$ cat src/rtl/alu_pkg.sv
// Shared definitions for the time-shared ALU controller: widths, opcode map
// and controller state encoding.
package alu_pkg;

    localparam int DATA_W = 32;
    localparam int OP_W   = 4;
    localparam int CNT_W  = 4;

    localparam logic [OP_W-1:0] ALU_ADD = 4'd0;
    localparam logic [OP_W-1:0] ALU_SUB = 4'd1;
    localparam logic [OP_W-1:0] ALU_AND = 4'd2;
    localparam logic [OP_W-1:0] ALU_OR  = 4'd3;
    localparam logic [OP_W-1:0] ALU_XOR = 4'd4;
    localparam logic [OP_W-1:0] ALU_SLL = 4'd5;
    localparam logic [OP_W-1:0] ALU_SRL = 4'd6;
    localparam logic [OP_W-1:0] ALU_SRA = 4'd7;
    localparam logic [OP_W-1:0] ALU_UGT = 4'd8;
    localparam logic [OP_W-1:0] ALU_SGT = 4'd9;

    typedef enum logic [1:0] {
        IDLE = 2'd0,
        EXEC = 2'd1,
        RESP = 2'd2
    } state_t;

endpackage

$ cat src/rtl/alu_core.sv
// Purely combinational 32-bit ALU; opcodes 10..15 yield zero and flag illegal.
module alu_core
    import alu_pkg::*;
(
    input  logic [DATA_W-1:0] a,
    input  logic [DATA_W-1:0] b,
    input  logic [OP_W-1:0]   op,
    output logic [DATA_W-1:0] c,
    output logic              illegal
);

    logic signed [DATA_W-1:0] a_s;
    logic signed [DATA_W-1:0] b_s;

    assign a_s = a;
    assign b_s = b;

    always_comb begin
        c       = '0;
        illegal = 1'b0;
        case (op)
            ALU_ADD: c = a + b;
            ALU_SUB: c = a - b;
            ALU_AND: c = a & b;
            ALU_OR:  c = a | b;
            ALU_XOR: c = a ^ b;
            ALU_SLL: c = a << b;
            ALU_SRL: c = a >> b;
            ALU_SRA: c = a_s >>> b;
            ALU_UGT: c = {{(DATA_W-1){1'b0}}, (a > b)};
            ALU_SGT: c = {{(DATA_W-1){1'b0}}, (a_s > b_s)};
            default: illegal = 1'b1;
        endcase
    end

endmodule

$ cat src/rtl/alu_share_ctrl.sv
// Round-robin controller sharing one ALU between two valid/ready requesters,
// with a programmable execute hold time and a registered per-requester response.
module alu_share_ctrl
    import alu_pkg::*;
#(
    parameter int EXEC_CYCLES = 1
) (
    input  logic              clk,
    input  logic              rst_n,
    input  logic              req0_valid,
    output logic              req0_ready,
    input  logic [DATA_W-1:0] req0_a,
    input  logic [DATA_W-1:0] req0_b,
    input  logic [OP_W-1:0]   req0_op,
    output logic              rsp0_valid,
    input  logic              rsp0_ready,
    output logic [DATA_W-1:0] rsp0_c,
    output logic              rsp0_err,
    input  logic              req1_valid,
    output logic              req1_ready,
    input  logic [DATA_W-1:0] req1_a,
    input  logic [DATA_W-1:0] req1_b,
    input  logic [OP_W-1:0]   req1_op,
    output logic              rsp1_valid,
    input  logic              rsp1_ready,
    output logic [DATA_W-1:0] rsp1_c,
    output logic              rsp1_err
);

    state_t            state;
    state_t            state_nxt;
    logic              last_grant;
    logic              gnt;
    logic [CNT_W-1:0]  cnt;
    logic [DATA_W-1:0] a_q;
    logic [DATA_W-1:0] b_q;
    logic [OP_W-1:0]   op_q;
    logic [DATA_W-1:0] result;
    logic              err;
    logic [DATA_W-1:0] alu_c;
    logic              alu_illegal;
    logic              win0;
    logic              win1;
    logic              accept;
    logic              rsp_take;

    // A tie goes to whichever requester was not granted last.
    assign win0     = req0_valid && (!req1_valid || last_grant);
    assign win1     = req1_valid && (!req0_valid || !last_grant);
    assign accept   = (state == IDLE) && (win0 || win1);
    assign rsp_take = gnt ? rsp1_ready : rsp0_ready;

    assign req0_ready = (state == IDLE) && win0;
    assign req1_ready = (state == IDLE) && win1;

    always_comb begin
        state_nxt = state;
        case (state)
            IDLE:    if (win0 || win1) state_nxt = EXEC;
            EXEC:    if (cnt == '0) state_nxt = RESP;
            RESP:    if (rsp_take) state_nxt = IDLE;
            default: state_nxt = IDLE;
        endcase
    end

    always_ff @(posedge clk) begin
        if (!rst_n) begin
            state      <= IDLE;
            last_grant <= 1'b1;
            gnt        <= 1'b0;
            cnt        <= '0;
            result     <= '0;
            err        <= 1'b0;
        end else begin
            state <= state_nxt;
            if (accept) begin
                gnt        <= win1;
                last_grant <= win1;
                cnt        <= CNT_W'(EXEC_CYCLES - 1);
            end else if (state == EXEC) begin
                if (cnt != '0) begin
                    cnt <= cnt - 1'b1;
                end else begin
                    result <= alu_c;
                    err    <= alu_illegal;
                end
            end
        end
    end

    // Operands are only captured at the handshake so later input changes are ignored.
    always_ff @(posedge clk) begin
        if (accept) begin
            a_q  <= win1 ? req1_a  : req0_a;
            b_q  <= win1 ? req1_b  : req0_b;
            op_q <= win1 ? req1_op : req0_op;
        end
    end

    alu_core u_alu_core (
        .a       (a_q),
        .b       (b_q),
        .op      (op_q),
        .c       (alu_c),
        .illegal (alu_illegal)
    );

    assign rsp0_valid = (state == RESP) && !gnt;
    assign rsp1_valid = (state == RESP) && gnt;
    assign rsp0_c     = gnt ? '0 : result;
    assign rsp1_c     = gnt ? result : '0;
    assign rsp0_err   = !gnt && err;
    assign rsp1_err   = gnt && err;

endmodule
$ cat config.mk
export PLATFORM = sky130hd
export DESIGN_NAME = alu_share_ctrl
export DESIGN_NICKNAME = d
export VERILOG_FILES = /design/src/rtl/alu_pkg.sv /design/src/rtl/alu_core.sv /design/src/rtl/alu_share_ctrl.sv
export SDC_FILE = /design/constraint.sdc
export NUM_CORES = 1
export LEC_CHECK = 0
export CAP_MARGIN = 20
export CORE_ASPECT_RATIO = 1.75
export CORE_MARGIN = 4
export CORE_UTILIZATION = 25
export CTS_CLUSTER_SIZE = 14
export DETAILED_ROUTE_END_ITERATION = 8
export PLACE_DENSITY_LB_ADDON = 0.12
export RECOVER_POWER = 100
export SYNTH_ARGS = -nofsm -noshare
export SYNTH_HDL_FRONTEND = slang
export SYNTH_SLANG_ARGS = --single-unit
export TNS_END_PERCENT = 5
$ cat constraint.sdc
create_clock -name clk -period 7.6 [get_ports clk]
set_input_delay 0.76 -clock clk [delete_from_list [all_inputs] [get_ports clk]]
set_output_delay 0.76 -clock clk [all_outputs]
set_load 0.05 [all_outputs]
==> flow_summary.toml, run 1 <==
[clock_network]
path_clk_slew_ns = 0.09
cts_sinks = 109
cts_hold_buf = 0
clk_latency_ns = 0.41
postCtsSetupRepairBufs = 0
root_buffer = "clkbuf_16"
ctsHtreeMaxLevel = 3
cts_tree = "done"
clk_path_buf_depth = 2
ctsResizeCount = 0
cts_buffers = 9

[setup_path]
cp.required_ns = 7.79
r2r-end = "result[27]"
worst_setup_path_end_kind = "flip-flop"
cp_max_fo = 43
crit_type = "reg -> reg"
rrSetupSlack_ns = 1.37
reg2reg_depth = 13
rr_startpoint = "b_q[3]"
crit_path_start_kind = "flip-flop"
crit_arrival_ns = 6.42

[floorplan]
rows = 117
initial_core_util_pct = 25.3
die_x_um = 191
die_h_um = 329
io_pins = 212
fp.dieArea_um2 = 63000
coreArea_um2 = 58300

[timing]
tns_ns = 0
fin_crit_sh_pct = 82.0
hold_violations = 0
clock-skew-final_ns = 0.0163
setup_viol = 0
tightest_slew_ns = 4.60
max_freq_mhz = 161
final.min_clock_period_ns = 6.23
maxSlewViolCount = 267
relSlewSlack_pct = -206
rsz0062_at_grt = "no"

[finish]
syn2layout_area_growth_pct = 21.5
final_nets = 2223
final_cells = 2763
layout-drive-gt1-share_pct = 9.96

[power]
power_per_cell_area_nw_per_um2 = 176
switching_power_uw = 1560
vdd_drop_max_uv = 113
seqPwrFrac_pct = 26.8
power_leakage_uw = 0.00683
swShare_pct = 49.7
clkPwrFrac_pct = 16.2
combPwrFrac_pct = 57.1
p_int_uw = 1580

[yosys]
synth.most_common_cell = "nor2_1"
synth.top_cell.area_share_pct = 13.9
synth_warnings = 0
synth_common_cells = "nor2_1 (181), nand2_1 (145), a21oi_1 (134)"
synth-seq-cells = 109
synth_ff_type = "edfxtp_1"
syn_avg_cell_area_um2 = 7.95
synth_top_area_cell = "edfxtp_1"
syn_nets = 2095
synth_edf_count = 68
synthTopCellsByArea = "edfxtp_1 (14%), ha_1 (8.2%), mux4_2 (7.3%)"
ys_types = 88
synth-seq-area-share_pct = 19.4
synthArstFlopShare_pct = 0
syn_inst = 1854
syn_area_um2 = 14700

[placed_design]
portBuffers = 211
gp_congestion = 1.02
hpwl_mm = 67.5
dp_cells = 2744

[global_routing]
grt.total_usage_pct = 25.9
grt_max_degree = 91
grt_pass1_wl_mm = 118
grt_pass1_vias = 15960
grt_antenna_before_repair = 1
overflow = 0

[run]
maxCapViolCount = 6

[route]
ant_nets = 0
viasPerCell = 5.73
drcViolationCount = 0
wl_met1_mm = 31.0
wirelength_mm = 84.3
dr.first_iter.drc_count = 1537
wl_met3_mm = 3.85
num_vias = 15841
first_pass_iters = 5
wl_met2_mm = 42.6
wl_per_cell_um = 30.5
highest_layer = "met4"

[min_path]
hold_path_class = "reg -> reg"
holdPathEnd = "result[19]"
worstHoldStart = "result[19]"
hold_depth = 2

[status]
violations = "max-capacitance violations, max-slew violations"
status = "finished with violations"
-- critical path, cell delays in order, from the launching register on --
cell,delay [ns]
edfxtp_1,0.36
buf_4,0.28
clkinv_1,0.09
clkbuf_1,1.66
ha_1,0.53
nor2b_1,0.13
a2111oi_0,0.59
nor2_1,0.21
o21ai_0,0.78
nand2_1,0.31
a311oi_1,0.34
mux2_2,0.38
a211oi_1,0.23
a221oi_1,0.11
-- per-layer routing --
metal,global-route usage [%],vias up
li1,-,7170
met1,28.7,7824
met2,46.5,675
met3,2.42,172
met4,17.5,0
met5,0,-
-- logic make-up after synthesis --
group / Yosys count / share of synthesized area, %
AND/OR/NAND/NOR: 609 / 20.1
AO/OA/AOI/OAI: 577 / 26.4
buffers and inverters: 253 / 6.89
multiplexers: 188 / 17.5
flip-flops: 109 / 19.4
adder cells (fa/ha/maj): 99 / 8.51
XOR/XNOR: 19 / 1.13
-- area by class of cell --
cell class	instances	area, um2
Antenna cell	3	7.51
Clock inverter	6	45.0
Tap cell	773	967
Timing Repair Buffer	266	2500
Multi-Input combinational cell	1492	10900
Inverter	104	390
Sequential cell	109	2860
Fill cell	6389	40400
Clock buffer	10	229
-- worst max path at each step --
stage,slack [ns],cells after the start,end,start
2_1_floorplan,3.64,15,result[30],b_q[1]
3_3_place_gp,3.04,13,result[30],b_q[3]
3_5_place_dp,3.02,11,result[19],b_q[4]
4_1_cts,2.98,11,result[19],b_q[4]
5_1_grt,1.31,5,req1_ready,req1_valid
6_report,1.37,13,result[27],b_q[3]
-- sequential cells by signal (all words and copies together) (netlist names) --
| name | count |
|---|---|
| a_q | 32 |
| b_q | 32 |
| result | 32 |
| cnt | 4 |
| op_q | 4 |
| state | 2 |
| err | 1 |
| gnt | 1 |
| last_grant | 1 |
-- power by group through the flow --
stage                     sequential (uW)  combinational, uW  clock (uW)
after floorplan                       767               1160           0
after global placement                846               1780           0
after detailed placement              849               1780           0
after CTS                             836               1790         531
after global routing                  851               1910         542
final                                 842               1790         508
-- cell usage in the layout, fill, tap and decap left out, types with 55 or more instances in the layout --
cell type	Yosys	final
a21oi_1	134	135
o21ai_0	116	119
mux2_2	81	64
nand2_1	145	145
nor3_1	56	55
mux2i_1	59	59
clkdlybuf4s50_1	0	141
inv_1	103	102
dlygate4sd3_1	0	70
edfxtp_1	68	68
nor2_1	181	180
ha_1	97	97
-- metrics by stage --
step / setup slack [ns] / hold slack [ns] / power, uW / util, % / instance area (um2)
after floorplan: 3.64 / 0.431 / 1920 / - / 14700
after global placement: 3.04 / 0.455 / 2630 / 30.3 / 17700
after detailed placement: 3.02 / 0.464 / 2630 / 30.3 / 17700
after CTS: 2.98 / 0.477 / 3150 / 30.8 / 17900
after global routing: 1.31 / 0.509 / 3300 / 30.7 / 17900
final: 1.37 / 0.485 / 3140 / 30.7 / 17900
Power figures use the tool's default switching activity.
==> run 2, diff against run 1 <==
- clock period: 7.6 -> 5.2 ns (I/O delays scaled with it)
==> run 2 against run 1 <==
Against the previous run: the run still ends with max-capacitance violations, max-slew violations left; die area unchanged; design area rose by 3.8%; global-route usage is 0.70 points higher; register-to-register slack got worse by 0.39 ns; clock skew grew 0.0025 ns; worst setup slack worse by 0.39 ns; combinational power is 50% higher; sequential cell count unchanged; critical path depth is 3 lower.
==> flow_summary.toml, run 2 (synthesized netlist as in run 1, its figures left out) <==
[setup_path]
worstPathBufferInverterCount = 3
cp.required_ns = 5.52
crit_arrival_ns = 4.54
cp_max_fo = 67
crit_type = "reg -> reg"
path_delay_family = "compound AO/OA/AOI/OAI gates"
cp_cell_sequence = "buf_12, buf_4, mux2i_1, a21oi_1, and3_1, a221oi_1, a21oi_1, a2111oi_0, buf_4, o21ai_1"
worst_setup_path_end_kind = "flip-flop"
slowest_delay_ns = 0.85
crit_path_top_delay_cell = "mux2i_1"
rrSetupSlack_ns = 0.98
crit_path_start_kind = "flip-flop"

[finish]
num-fill-cells = 6402
syn2layout_area_growth_pct = 26.2
final_cell_mix = "nor2_1 (180), nand2_1 (145), clkdlybuf4s50_1 (140)"
layout-drive-gt1-share_pct = 13.6
utilization_pct = 31.9
layout.cells.most_common = "nor2_1"
diodes = 0
final_nets = 2318
top_regs = "a_q: 32 flops, b_q: 32 flops, result: 32 flops"

[timing]
relSlewSlack_pct = -49.7
max_freq_mhz = 237
tightest_slew_ns = 2.25
layout_setup_ws_ns = 0.976
hold_violations = 0
final.min_clock_period_ns = 4.22
maxSlewViolCount = 109
setup_viol = 0
clock-skew-final_ns = 0.0188
rsz0062_at_grt = "no"
tns_ns = 0
fin_crit_sh_pct = 81.2

[placed_design]
gp_congestion = 1.02
portBuffers = 211
dp_slack_ns = 1.08
hpwl_mm = 69.8

[status]
violations = "max-capacitance violations, max-slew violations"
status = "finished with violations"

[route]
dr.first_iter.drc_count = 1299
wirelength_mm = 86.2
wl_per_cell_um = 30.2
ant_nets = 0
viasPerCell = 5.68
first_pass_iters = 7
drcViolationCount = 0
num_vias = 16220

[global_routing]
grt.total_usage_pct = 26.6
overflow = 0
grt_max_degree = 88
grt_antenna_before_repair = 0
grt_pass1_vias = 16229
grt_pass1_wl_mm = 120

[power]
clkPwrFrac_pct = 16.1
power_leakage_uw = 0.00728
switching_power_uw = 2290
seqPwrFrac_pct = 26.1
power_per_cell_area_nw_per_um2 = 250
swShare_pct = 49.3
finalPower_uw = 4650
p_int_uw = 2360
vdd_drop_max_uv = 180
combPwrFrac_pct = 57.8

[clock_network]
cts_tree = "done"
cts_sinks = 109
clk_path_buf_depth = 2
ctsResizeCount = 0
cts_buffers = 9
cts_hold_buf = 0
postCtsSetupRepairBufs = 0
path_clk_slew_ns = 0.09
root_buffer = "clkbuf_16"
ctsHtreeMaxLevel = 3
clk_latency_ns = 0.43

[floorplan]
fp.dieArea_um2 = 63000
die_x_um = 191
die_h_um = 329
io_pins = 212
initial_core_util_pct = 25.3
coreArea_um2 = 58300
rows = 117

[run]
maxCapViolCount = 2

[min_path]
hold_path_class = "reg -> reg"
## run 2: cell types whose count changed in the layout (fill, tap and decap cells not counted), sizes merged
cell           before  now
buf                47  132
clkbuf             18   28
clkdlybuf4s50     141  140
clkinv              3    2
diode               3    0
dlygate4sd3        70   71
inv               105  106
## run 2: per-layer routing
| layer | GRT usage (%) | share of wire, % | vias up |
|---|---|---|---|
| li1 | - | - | 7371 |
| met1 | 30.3 | 38 | 7994 |
| met2 | 47.2 | 50 | 684 |
| met3 | 2.66 | 4.3 | 171 |
| met4 | 16.8 | 7.5 | 0 |
| met5 | 0 | 0 | - |
## run 2: worst paths after layout
kind	to	depth (start not counted)	start
setup reg to reg	result[19]	10	b_q[0]
setup / recovery	result[19]	10	b_q[0]
hold reg to reg	result[19]	2	result[19]
hold / removal	result[19]	2	result[19]
## run 2: tightest hold or removal path, delay by kind of cell, from the launching register on
| kind | cells | cell delay (ns) |
|---|---|---|
| flip-flops | 1 | 0.33 |
| AND/OR/NAND/NOR | 1 | 0.05 |
| AO/OA/AOI/OAI | 1 | 0.05 |
## run 2: cell type report
type | instances | area [um2] | area share [%]
inverters | 104 | 390 | 2.10
multi-input cells | 1492 | 10900 | 58.5
flip-flops and latches | 109 | 2860 | 15.4
clock inverters | 6 | 46.3 | 0.249
repair buffers | 361 | 3210 | 17.3
clock buffers | 10 | 229 | 1.23
well taps | 773 | 967 | 5.20
## run 2: through the flow
stage	instance area, um2	std cells	hold slack, ns
2_1_floorplan	14700	1854	0.431
3_3_place_gp	18400	2838	0.462
3_5_place_dp	18400	2839	0.459
4_1_cts	18700	2855	0.472
5_1_grt	18600	2855	0.498
6_report	18600	2855	0.464
## run 2: power by group through the flow
stage	sequential, uW	clock [uW]	combinational, uW
2_1_floorplan	1120	0	1690
5_1_grt	1220	801	2860
3_3_place_gp	1220	0	2700
4_1_cts	1210	778	2690
6_report	1210	749	2690
3_5_place_dp	1230	0	2680
